[src/rtl/iter_shifter.sv]
// rtl/iter_shifter.sv - multi-cycle shifter (SLL/SRL/SRA/ROL) applying up to STEP positions per cycle
module iter_shifter #(
    parameter int WIDTH   = 32,
    parameter int SHAMT_W = 5,
    parameter int STEP    = 4
) (
    input  logic               clk,
    input  logic               rst_n,
    input  logic               in_valid,
    output logic               in_ready,
    input  logic [WIDTH-1:0]   in_data,
    input  logic [SHAMT_W-1:0] in_shamt,
    input  logic [1:0]         in_op,
    output logic               out_valid,
    input  logic               out_ready,
    output logic [WIDTH-1:0]   out_data
);
    typedef enum logic [1:0] {S_IDLE, S_SHIFT, S_DONE} state_t;

    localparam logic [1:0] OP_SLL = 2'b00;
    localparam logic [1:0] OP_SRL = 2'b01;
    localparam logic [1:0] OP_SRA = 2'b10;
    localparam logic [SHAMT_W:0] STEP_V = (SHAMT_W+1)'(STEP);

    state_t             state_q, state_d;
    logic [WIDTH-1:0]   work_q, work_d;
    logic [WIDTH-1:0]   out_data_q, out_data_d;
    logic [SHAMT_W-1:0] rem_q, rem_d;
    logic [1:0]         op_q, op_d;
    logic               sign_q, sign_d;

    logic [SHAMT_W:0]     k;
    logic [SHAMT_W-1:0]   rem_next;
    logic [2*WIDTH-1:0]   dbl_rol, dbl_sr;
    logic [WIDTH-1:0]     shifted;
    logic                 fill;

    // k never exceeds rem, so its low SHAMT_W bits carry the full value
    assign k        = ({1'b0, rem_q} < STEP_V) ? {1'b0, rem_q} : STEP_V;
    assign rem_next = rem_q - k[SHAMT_W-1:0];
    assign fill     = (op_q == OP_SRA) ? sign_q : 1'b0;
    assign dbl_rol  = {work_q, work_q} << k;
    assign dbl_sr   = {{WIDTH{fill}}, work_q} >> k;

    always_comb begin
        shifted = dbl_rol[2*WIDTH-1:WIDTH];
        case (op_q)
            OP_SLL:  shifted = work_q << k;
            OP_SRL,
            OP_SRA:  shifted = dbl_sr[WIDTH-1:0];
            default: shifted = dbl_rol[2*WIDTH-1:WIDTH];
        endcase
    end

    always_ff @(posedge clk or negedge rst_n) begin
        if (!rst_n) state_q <= S_IDLE;
        else        state_q <= state_d;
    end

    always_comb begin
        state_d = state_q;
        case (state_q)
            S_IDLE:  if (in_valid) state_d = (in_shamt != '0) ? S_SHIFT : S_DONE;
            S_SHIFT: if (rem_next == '0) state_d = S_DONE;
            S_DONE:  if (out_ready) state_d = S_IDLE;
            default: state_d = S_IDLE;
        endcase
    end

    always_comb begin
        in_ready  = (state_q == S_IDLE);
        out_valid = (state_q == S_DONE);
        out_data  = out_data_q;
    end

    always_comb begin
        work_d     = work_q;
        rem_d      = rem_q;
        op_d       = op_q;
        sign_d     = sign_q;
        out_data_d = out_data_q;
        case (state_q)
            S_IDLE: if (in_valid) begin
                work_d = in_data;
                rem_d  = in_shamt;
                op_d   = in_op;
                sign_d = in_data[WIDTH-1];
                if (in_shamt == '0) out_data_d = in_data;
            end
            S_SHIFT: begin
                work_d = shifted;
                rem_d  = rem_next;
                if (rem_next == '0) out_data_d = shifted;
            end
            default: ;
        endcase
    end

    always_ff @(posedge clk or negedge rst_n) begin
        if (!rst_n) begin
            work_q     <= '0;
            rem_q      <= '0;
            op_q       <= OP_SLL;
            sign_q     <= 1'b0;
            out_data_q <= '0;
        end else begin
            work_q     <= work_d;
            rem_q      <= rem_d;
            op_q       <= op_d;
            sign_q     <= sign_d;
            out_data_q <= out_data_d;
        end
    end
endmodule

[config.mk]
export PLATFORM = sky130hd
export DESIGN_NAME = iter_shifter
export DESIGN_NICKNAME = d
export VERILOG_FILES = /design/src/rtl/iter_shifter.sv
export SDC_FILE = /design/constraint.sdc
export NUM_CORES = 1
export LEC_CHECK = 0
export CORE_ASPECT_RATIO = 0.5
export CORE_MARGIN = 2
export CORE_UTILIZATION = 55
export CTS_CLUSTER_SIZE = 25
export DETAILED_ROUTE_END_ITERATION = 12
export HOLD_SLACK_MARGIN = 0.03
export PLACE_DENSITY = 0.77
export SLEW_MARGIN = 0
export SYNTH_ARGS = -nofsm -noshare
export SYNTH_HDL_FRONTEND = slang
export SYNTH_SLANG_ARGS = --single-unit
[constraint.sdc]
create_clock -name clk -period 4.4 [get_ports clk]
set_input_delay 0.88 -clock clk [delete_from_list [all_inputs] [get_ports clk]]
set_output_delay 0.88 -clock clk [all_outputs]
set_load 0.01 [all_outputs]
==> results of run 1 <==
## worst min path at each step
stage	from	to	slack, ps	depth (start not counted)
3_5_place_dp	out_data[12]$_DFFE_PN0P_	out_data[12]$_DFFE_PN0P_	470	2
4_1_cts	out_data[12]$_DFFE_PN0P_	out_data[12]$_DFFE_PN0P_	480	2
5_1_grt	out_data[30]$_DFFE_PN0P_	out_data[30]$_DFFE_PN0P_	520	2
6_report	out_data[12]$_DFFE_PN0P_	out_data[12]$_DFFE_PN0P_	480	2
3_3_place_gp	out_data[18]$_DFFE_PN0P_	out_data[18]$_DFFE_PN0P_	460	2
2_1_floorplan	sign_q$_DFFE_PN0P_	sign_q$_DFFE_PN0P_	440	2
## kinds of logic after synthesis
family / Yosys count / synth area share, %
AO/OA/AOI/OAI: 315 / 33.8
adder cells (fa/ha/maj): 4 / 0.847
buffers and inverters: 101 / 7.47
flip-flops: 74 / 31.3
multiplexers: 31 / 6.20
other: 1 / 0.0634
AND/OR/NAND/NOR: 264 / 20.3
## sequential cells by signal, summed over array words and instances, names as in the netlist
name,flops
rem_q,5
work_q,32
state_q,2
sign_q,1
op_q,2
out_data,32
## power by group
group	switching (uW)	total (uW)	internal [uW]
logic	2400	3870	1470
clock network	320	700	381
registers	611	1640	1030
## worst max-delay path, cell delays in order, from the launching register on
cell and delay (ps):
dfrtp_1 750, or3_1 230, nand2_1 60, ha_1 270, or4b_1 470, a21oi_1 140
o21ai_1 120, o21ai_2 760, buf_4 290, nor2_1 50, a21oi_1 120
## cell usage after synthesis (7+ instances only)
cell type	number
a211oi_1	13
a21oi_1	82
a221oi_1	22
a31oi_1	25
buf_1	14
buf_2	19
clkbuf_1	49
dfrtp_1	74
inv_1	12
mux2i_1	22
nand2_1	146
nand3_1	17
nor2_1	46
nor2b_1	7
nor3_1	14
o211ai_1	8
o21ai_0	90
o21ai_1	9
o221ai_1	10
o22ai_1	9
## metrics by stage
stage | instances | power, uW
global placement | 937 | 5270
floorplan | 790 | 4060
global route | 952 | 6610
CTS | 952 | 6070
detailed placement | 937 | 5360
finish | 952 | 6210
## final cells by class
cell class	instances	area, sq um
multi-input cells	615	3630
clock buffers	9	225
inverters	13	48.8
repair buffers	95	901
fillers	908	3470
flip-flops and latches	74	1850
well taps	140	175
clock inverters	6	42.5
## layer usage
metal | vias to the layer above | track usage [%]
met3 | 78 | 6.96
met4 | 0 | 14.7
li1 | 2952 | -
met1 | 3097 | 52.2
met5 | - | 0
met2 | 492 | 52.0
==> impl_metrics.env, run 1 <==
export IMPL_powerDensity_nw_per_um2=903
export IMPL_cts_hold_buf=0
export IMPL_yosysUniqueCellTypes=63
export IMPL_stdcell_area_sq_um=6880
export IMPL_end_kind="flip-flop"
export IMPL_initialDrtViolationCount=1018
export IMPL_wl_met1_mm=8.60
export IMPL_maxUsedRoutingLayer="met4"
export IMPL_status="complete, no violations"
export IMPL_syn_nets=837
export IMPL_cts_htree_levels=3
export IMPL_rsz0062_at_grt="false"
export IMPL_clk_pin_slew_ps=60
export IMPL_std_cell_rows=26
export IMPL_fin_crit_ps=3340
export IMPL_wl_met2_mm=8.76
export IMPL_avgSynthCellArea_sq_um=7.48
export IMPL_gp_congestion=0.977
export IMPL_setup_tns_final_ps=0
export IMPL_drv_cap=0
export IMPL_vias=6619
export IMPL_die_y_um=77.3
export IMPL_core_area_sq_um=10300
export IMPL_grt_pass1_wl_mm=32.7
export IMPL_post_route_util_pct=66.5
export IMPL_viasPerCell=6.95
export IMPL_synth_top_area_cell="dfrtp_1"
export IMPL_antenna_found_initial=0
export IMPL_worst_endpoint_required_ps=4660
export IMPL_cp_endpoint="out_data[3]$_DFFE_PN0P_"
export IMPL_io_buffer_count=76
export IMPL_drtPass1Iterations=9
export IMPL_fin_skew_ps=5.44
export IMPL_dieArea_sq_um=11600
export IMPL_die_x_um=151
export IMPL_worstSkewPairLatency_ps=350
export IMPL_grt_max_degree=75
export IMPL_finalWorstSetupSlack_ps=1060
export IMPL_cts_resized=0
export IMPL_hold_viol=0
export IMPL_io_pins=77
export IMPL_slew_viol_final=0
export IMPL_rrSetupSlack_ps=1060
export IMPL_leakage_uw=0.00266
export IMPL_r2r_cells=10
export IMPL_fmax_ghz=0.299
export IMPL_wire_per_inst_um=21.7
export IMPL_cts_tree="done"
export IMPL_synth_seq_area_share_pct=31.3
export IMPL_fin_crit_sh_pct=75.9
export IMPL_critPathMaxFanout=26
export IMPL_routed_wl_mm=20.6
export IMPL_yosysWarnings=0
export IMPL_cp_start_kind="flip-flop"
export IMPL_post_cts_buffers=0
export IMPL_crit_type="flip-flop to flip-flop"
export IMPL_drtAntennaViolNets=0
export IMPL_startpoint="rem_q[2]$_DFFE_PN0P_"
export IMPL_cts_buffer_depth=2
export IMPL_synth_area_leaders="dfrtp_1, nand2_1, o21ai_0"
export IMPL_layout_commonest_cell="nand2_1"
export IMPL_wl_met3_mm=2.59
export IMPL_grt_total_usage_pct=35.9
export IMPL_synth_area_sq_um=5910
export IMPL_slew_headroom_pct=25.7
export IMPL_dp_slack_ps=1100
export IMPL_layout_common_cells="nand2_1, o21ai_0, a21oi_1, clkdlybuf4s50_1, dfrtp_1"
export IMPL_yosys_register_bits=74
export IMPL_diodes=0
export IMPL_final_nets=855
export IMPL_cts_buffers=9
export IMPL_ys_flop_type="dfrtp_1"
export IMPL_dpl_hpwl_mm=13.7
export IMPL_synthArstFlopShare_pct=100
export IMPL_synth_edf_count=0
export IMPL_grt_pass1_vias=6074
export IMPL_yosysTopAreaCellShare_pct=31.3
export IMPL_worst_pin_slew_ps=1110
export IMPL_syn_inst=790
export IMPL_cts_root_buf="clkbuf_16"
export IMPL_syn2layout_area_growth_pct=16.3
export IMPL_grt_overflow=0
export IMPL_r2r_start="rem_q[2]$_DFFE_PN0P_"
export IMPL_vdd_drop_max_mv=0.637
export IMPL_hold_path_class="flip-flop to flip-flop"
export IMPL_critical_path_arrival_ps=3600
export IMPL_drive_gt1_share_pct=7.39
export IMPL_cts_sinks=74
export IMPL_whs_ps=478
export IMPL_finalSetupViolations=0
export IMPL_post_dp_cell_area_sq_um=6610
export IMPL_r2r_end="out_data[3]$_DFFE_PN0P_"
export IMPL_drc=0
export IMPL_initial_core_util_pct=57.1
Power figures use the tool's default switching activity.
==> run 2: changes to the inputs <==
--- a/config.mk
+++ b/config.mk
@@ -7,11 +7,11 @@
 export LEC_CHECK = 0
 export CORE_ASPECT_RATIO = 0.5
 export CORE_MARGIN = 2
-export CORE_UTILIZATION = 55
+export CORE_UTILIZATION = 51
 export CTS_CLUSTER_SIZE = 25
 export DETAILED_ROUTE_END_ITERATION = 12
 export HOLD_SLACK_MARGIN = 0.03
-export PLACE_DENSITY = 0.77
+export PLACE_DENSITY = 0.75
 export SLEW_MARGIN = 0
 export SYNTH_ARGS = -nofsm -noshare
 export SYNTH_HDL_FRONTEND = slang
==> constraint.sdc (replaced) <==
create_clock -name clk -period 3 [get_ports clk]
set_input_delay 0.6 -clock clk [delete_from_list [all_inputs] [get_ports clk]]
set_output_delay 0.6 -clock clk [all_outputs]
set_load 0.01 [all_outputs]
==> impl_metrics.env, run 2 (synthesis gave the netlist of run 1 again) <==
export IMPL_worst_endpoint_required_ps=3190
export IMPL_core_area_sq_um=11100
export IMPL_dieArea_sq_um=12500
export IMPL_cts_sinks=74
export IMPL_drive_gt1_share_pct=9.83
export IMPL_cts_buffer_depth=2
export IMPL_hold_viol=0
export IMPL_cts_buffers=9
export IMPL_r2r_cells=6
export IMPL_wire_per_inst_um=22.3
export IMPL_diodes=0
export IMPL_drtPass1Iterations=6
export IMPL_combPwrFrac_pct=64.6
export IMPL_layout_commonest_cell="nand2_1"
export IMPL_final_nets=877
export IMPL_end_kind="flip-flop"
export IMPL_post_route_util_pct=63.4
export IMPL_initial_core_util_pct=53.0
export IMPL_drtAntennaViolNets=0
export IMPL_grt_total_usage_pct=36.2
export IMPL_r2r_start="rem_q[2]$_DFFE_PN0P_"
export IMPL_finalSetupViolations=0
export IMPL_die_x_um=156
export IMPL_clk_pin_slew_ps=70
export IMPL_grt_max_degree=75
export IMPL_syn2layout_area_growth_pct=19.6
export IMPL_status="complete, no violations"
export IMPL_startpoint="rem_q[2]$_DFFE_PN0P_"
export IMPL_fin_crit_sh_pct=87.6
export IMPL_initialDrtViolationCount=1093
export IMPL_critPathMaxFanout=17
export IMPL_powerDensity_nw_per_um2=1330
export IMPL_cts_tree="done"
export IMPL_cts_htree_levels=3
export IMPL_vias=6690
export IMPL_vdd_drop_max_mv=1.40
export IMPL_io_buffer_count=76
export IMPL_r2r_end="work_q[13]$_DFFE_PN0P_"
export IMPL_rrSetupSlack_ps=370
export IMPL_fmax_ghz=0.380
export IMPL_critical_path_arrival_ps=2820
export IMPL_io_pins=77
export IMPL_fin_crit_ps=2630
export IMPL_swShare_pct=53.0
export IMPL_antenna_found_initial=0
export IMPL_layout_common_cells="nand2_1, o21ai_0, a21oi_1, clkdlybuf4s50_1, dfrtp_1"
export IMPL_nFillCells=1009
export IMPL_grt_pass1_wl_mm=35.1
export IMPL_drc=0
export IMPL_drv_cap=0
export IMPL_routed_wl_mm=21.8
export IMPL_p_int_uw=4430
export IMPL_worst_pin_slew_ps=1190
export IMPL_clockPowerShare_pct=11.0
export IMPL_grt_overflow=0
export IMPL_viasPerCell=6.83
export IMPL_crit_type="flip-flop to flip-flop"
export IMPL_std_cell_rows=27
export IMPL_setup_tns_final_ps=0
export IMPL_seq_power_share_pct=24.3
export IMPL_grt_pass1_vias=6228
export IMPL_post_cts_buffers=0
export IMPL_slew_headroom_pct=20.6
export IMPL_die_y_um=80.1
export IMPL_cp_start_kind="flip-flop"
export IMPL_fin_skew_ps=8.24
export IMPL_gp_congestion=0.952
export IMPL_cts_root_buf="clkbuf_16"
export IMPL_slew_viol_final=0
export IMPL_leakage_uw=0.00277
export IMPL_cp_endpoint="work_q[13]$_DFFE_PN0P_"
export IMPL_hold_path_class="primary input to asynchronous set/reset pin"
export IMPL_dpl_hpwl_mm=14.9
export IMPL_rsz0062_at_grt="false"
export IMPL_worstSkewPairLatency_ps=340
export IMPL_p_sw_uw=4980
-- run 2: cell type report --
class,count,area [sq um],area share [%]
clock inverters,5,31.3,0.442
well taps,145,181,2.57
clock buffers,10,239,3.38
multi-input cells,615,3640,51.5
flip-flops and latches,74,1850,26.2
repair buffers,117,1080,15.3
inverters,13,48.8,0.690
-- run 2: worst min-delay path by stage --
stage	to	cells past startpoint
final	work_q[1]$_DFFE_PN0P_	1
after CTS	work_q[1]$_DFFE_PN0P_	1
after global placement	sign_q$_DFFE_PN0P_	2
after floorplan	op_q[0]$_DFFE_PN0P_	0
after detailed placement	sign_q$_DFFE_PN0P_	2
after global routing	state_q[0]$_DFFE_PN0P_	1
-- run 2: power groups by stage --
stage	combinational, uW	clock (uW)	sequential [uW]
6_report	6080	1040	2290
5_1_grt	6580	1090	2340
4_1_cts	5920	1050	2240
3_5_place_dp	5900	0	2250
3_3_place_gp	5840	0	2250
2_1_floorplan	4060	0	1890
-- run 2: stage by stage --
step / instances / instance area, sq um / worst slack (ps) / hold WS, ps / power, uW
after global routing: 979 / 7070 / 194 / 503 / 10000
after detailed placement: 964 / 6790 / 204 / 461 / 8150
after floorplan: 790 / 5910 / 102 / 304 / 5950
after CTS: 979 / 7060 / 192 / 457 / 9210
final: 979 / 7070 / 372 / 421 / 9410
after global placement: 964 / 6790 / 320 / 460 / 8080
-- run 2: repair_timing --
item	in CTS	in global routing
gates resized for setup	0	1
endpoints found under the setup margin	0	17
hold buffers	0	0
-- run 2: layer usage --
layer / routed length (um) / vias up / track usage, %
met2: 9170 / 511 / 53.9
li1: - / 2993 / -
met4: 688 / 0 / 13.0
met1: 9390 / 3115 / 51.8
met5: 0 / - / 0
met3: 2560 / 71 / 7.83
-- run 2: critical path, cell delays in order, from the launching register on --
cell	delay (ps)
dfrtp_1	370
buf_4	200
or4b_1	710
a21oi_1	330
a221oi_1	140
a211oi_1	540
o22ai_1	180
==> run 3: changes to the inputs <==
--- a/config.mk
+++ b/config.mk
@@ -7,11 +7,11 @@
 export LEC_CHECK = 0
 export CORE_ASPECT_RATIO = 0.5
 export CORE_MARGIN = 2
-export CORE_UTILIZATION = 51
+export CORE_UTILIZATION = 55
 export CTS_CLUSTER_SIZE = 25
 export DETAILED_ROUTE_END_ITERATION = 12
 export HOLD_SLACK_MARGIN = 0.03
-export PLACE_DENSITY = 0.75
+export PLACE_DENSITY = 0.77
 export SLEW_MARGIN = 0
 export SYNTH_ARGS = -nofsm -noshare
 export SYNTH_HDL_FRONTEND = slang
==> constraint.sdc (replaced) <==
create_clock -name clk -period 2.85 [get_ports clk]
set_input_delay 0.57 -clock clk [delete_from_list [all_inputs] [get_ports clk]]
set_output_delay 0.57 -clock clk [all_outputs]
set_load 0.01 [all_outputs]
==> impl_metrics.env, run 3 (synthesis gave the netlist of run 1 again) <==
export IMPL_worst_pin_slew_ps=968
export IMPL_setup_tns_final_ps=0
export IMPL_grt_total_usage_pct=36.3
export IMPL_clk_pin_slew_ps=60
export IMPL_drtAntennaViolNets=0
export IMPL_whs_ps=369
export IMPL_routed_wl_mm=21.0
export IMPL_layout_commonest_cell="nand2_1"
export IMPL_syn2layout_area_growth_pct=21.3
export IMPL_dp_slack_ps=195
export IMPL_vdd_drop_max_mv=0.958
export IMPL_io_pins=77
export IMPL_cts_root_buf="clkbuf_16"
export IMPL_grt_overflow=0
export IMPL_vias=6755
export IMPL_die_x_um=151
export IMPL_dpl_hpwl_mm=14.2
export IMPL_cp_start_kind="flip-flop"
export IMPL_cts_sinks=74
export IMPL_cts_htree_levels=3
export IMPL_initial_core_util_pct=57.1
export IMPL_cts_buffer_depth=2
export IMPL_leakage_uw=0.00281
export IMPL_end_kind="flip-flop"
export IMPL_cts_hold_buf=0
export IMPL_grt_max_degree=75
export IMPL_drc=0
export IMPL_rsz0062_at_grt="false"
export IMPL_critPathMaxFanout=31
export IMPL_fmax_ghz=0.381
export IMPL_diodes=0
export IMPL_final_nets=878
export IMPL_finalWorstSetupSlack_ps=227
export IMPL_die_y_um=77.3
export IMPL_std_cell_rows=26
export IMPL_grt_pass1_vias=6122
export IMPL_gp_congestion=0.934
export IMPL_final_cells=976
export IMPL_fin_crit_sh_pct=92.0
export IMPL_drv_cap=0
export IMPL_worst_endpoint_required_ps=3090
export IMPL_post_dp_cell_area_sq_um=6810
export IMPL_crit_type="flip-flop to flip-flop"
export IMPL_drtPass1Iterations=6
export IMPL_hold_viol=0
export IMPL_slew_viol_final=0
export IMPL_layout_common_cells="nand2_1, o21ai_0, a21oi_1, clkdlybuf4s50_1, dfrtp_1"
export IMPL_nFillCells=850
export IMPL_powerDensity_nw_per_um2=1420
export IMPL_initialDrtViolationCount=1008
export IMPL_dp_cells=959
export IMPL_rrSetupSlack_ps=230
export IMPL_fin_crit_ps=2620
export IMPL_cts_tree="done"
export IMPL_stdcell_area_sq_um=7170
export IMPL_worstSkewPairLatency_ps=340
export IMPL_cts_buffers=9
export IMPL_status="complete, no violations"
export IMPL_drive_gt1_share_pct=9.93
export IMPL_slew_headroom_pct=35.5
export IMPL_hold_path_class="primary input to asynchronous set/reset pin"
export IMPL_grt_pass1_wl_mm=33.4
export IMPL_fin_skew_ps=8.27
export IMPL_core_area_sq_um=10300
export IMPL_viasPerCell=6.92
export IMPL_antenna_found_initial=0
export IMPL_wire_per_inst_um=21.5
export IMPL_io_buffer_count=76
export IMPL_critical_path_arrival_ps=2860
export IMPL_dieArea_sq_um=11600
export IMPL_finalSetupViolations=0
run 3: cell count changes in the layout (fill, tap and decap cells not counted), sizes merged:
cell | before | now
clkinvlp | 1 | 2
inv | 12 | 13
buf | 42 | 43
bufinv | 0 | 3
clkinv | 5 | 1
run 3: what timing repair did:
action                                  in CTS  in global routing
gates resized for setup                      0                  1
endpoints found under the setup margin       0                 23
setup buffers                                0                  1
run 3: routing by layer:
metal | part of all wire (%) | track usage [%]
met3 | 12 | 7.50
met4 | 2.8 | 11.5
met2 | 43 | 54.4
met1 | 42 | 52.3
met5 | 0 | 0
run 3: path summary, 6_finish.rpt:
path	from	to	depth (start not counted)
worst max-delay path	rem_q[4]$_DFFE_PN0P_	out_data[12]$_DFFE_PN0P_	9
worst min-delay path	rst_n	state_q[1]$_DFFE_PN0P_	1
worst max register to register	rem_q[4]$_DFFE_PN0P_	out_data[12]$_DFFE_PN0P_	9
worst min register to register	out_data[30]$_DFFE_PN0P_	out_data[30]$_DFFE_PN0P_	2
max in group asynchronous	rst_n	work_q[18]$_DFFE_PN0P_	1
min in group clk	out_data[30]$_DFFE_PN0P_	out_data[30]$_DFFE_PN0P_	2
run 3: metrics by stage:
stage	utilization (%)	power [uW]
after global routing	69.3	10800
after global placement	65.9	8440
after detailed placement	65.9	8530
final	69.3	10200
after floorplan	-	6280
after CTS	69.2	9910
run 3: cell type report:
cell class	instances	area, sq um	area share (%)
tap	140	175	2.44
clock buffer	10	229	3.19
sequential	74	1850	25.8
multi-input combinational	615	3640	50.8
clock inverter	6	114	1.59
timing repair buffer	118	1110	15.5
inverter	13	48.8	0.681
run 3: critical path: stages (launching register included):
cell and delay (ps):
dfrtp_1 490, or3_1 170, nand2_1 60, ha_1 280, or4b_1 490, a21oi_1 160, o21ai_1 150, o21a_1 210
buf_4 230, o31ai_1 270
run 3: power by group:
part	total, uW	leakage (uW)	switching (uW)	internal [uW]
registers	2430	0.000899	838	1590
clock network	1350	0.000159	488	860
logic	6380	0.00175	3890	2490
total	10200	0.00281	5210	4950
==> patch, RTL diff (flow settings as in run 3) <==
The parameter `WIDTH` goes from 32 to 24.
--- a/src/rtl/iter_shifter.sv
+++ b/src/rtl/iter_shifter.sv
@@ -2,3 +2,3 @@
 module iter_shifter #(
-    parameter int WIDTH   = 32,
+    parameter int WIDTH   = 24,
     parameter int SHAMT_W = 5,
Interface: changed (resized in_data and out_data); port bits go from 77 to 61. The function was not compared with the original's and may differ.
==> patch against run 3 <==
Sequential cell count shrank 16; via count shrank 27%; global-route usage shrank 1.9 points; die area shrank 19%; count of clock-buffer cells in the layout grew 1; setup slack lost 7.2 ps; synthesized area shrank 20%; wire length shrank 26%; clock skew shrank 2.3 ps; design area shrank 20%; largest power group unchanged; total power shrank 20%; non-clock buffer count shrank 28.
==> patch: results (changes against run 3) <==
outcome=finished clean; post-synthesis sequential area ratio=0.3071 (-0.006105); Cells after DPL=714 (-26%); Placed Area=5448 µm² (-20%); Arr. time, crit path=2870 ps (about the same); Commonest cells post-synth=dfrtp_1 (58), a21oi_1 (57), nand2_1 (52); Iter 0 DRT Violations=659 (-35%); Yosys cell types=60 (-4.8%); M3 GR Usage=0.09284 (+0.01784); Setup crit start=rem_q[3]$_DFFE_PN0P_; synthesized net count=618 (-26%); synth top area cells=dfrtp_1 (31%), mux2i_1 (7.6%), a21oi_1 (6.0%); 1st-pass router iterations=5 (-1); Worst Tran Pin Value=967.8 ps (-0.2379 ps); Mean Syn Cell Area=8.162 µm² (+9.1%); Peak supply drop=0.6117 mV (-36%); M1 WL=6.948 mm (-22%); Reg2Reg Depth=10 (+1); worst hold slack=220.5 ps (-148.8 ps); met2 Use GR=0.4602 (-0.08385); vias=4940 (-27%); Clock Skew=5.961 ps (-2.309 ps); Compound-Gate Fraction of Synth Area=0.2539 (-0.08366); Psw=4.080 mW (-22%); GP Congestion=0.9837 (+5.3%); WL final=15.46 mm (-26%); mux share of post-synthesis cell area=0.1509 (+0.08890)
[patch: area by class of cell]
class / instances / area (µm²)
Fill cell: 696 / 2451
Inverter: 17 / 63.81
Clock buffer: 11 / 242.7
Sequential cell: 58 / 1451
Clock inverter: 5 / 30.03
Multi-Input combinational cell: 437 / 2935
Timing Repair Buffer: 90 / 858.3
Tap cell: 112 / 140.1
[patch: worst register-to-register path: stages (launching register included)]
cell and delay [ps]:
dfrtp_1 390, buf_4 160, or3_1 360, nand2_1 80, ha_1 220, a21bo_2 240, a21oi_1 150, o211ai_1 140
buf_4 210, and2_2 270, o31ai_1 300
[patch: power by group through the flow]
stage / Clock [mW] / Sequential (mW) / Combinational (mW)
final: 0.998 / 1.95 / 5.16
after global routing: 1.07 / 1.99 / 5.57
after CTS: 1.01 / 1.90 / 5.03
after detailed placement: 0 / 1.90 / 5.00
after global placement: 0 / 1.90 / 4.92
after floorplan: 0 / 1.55 / 3.65
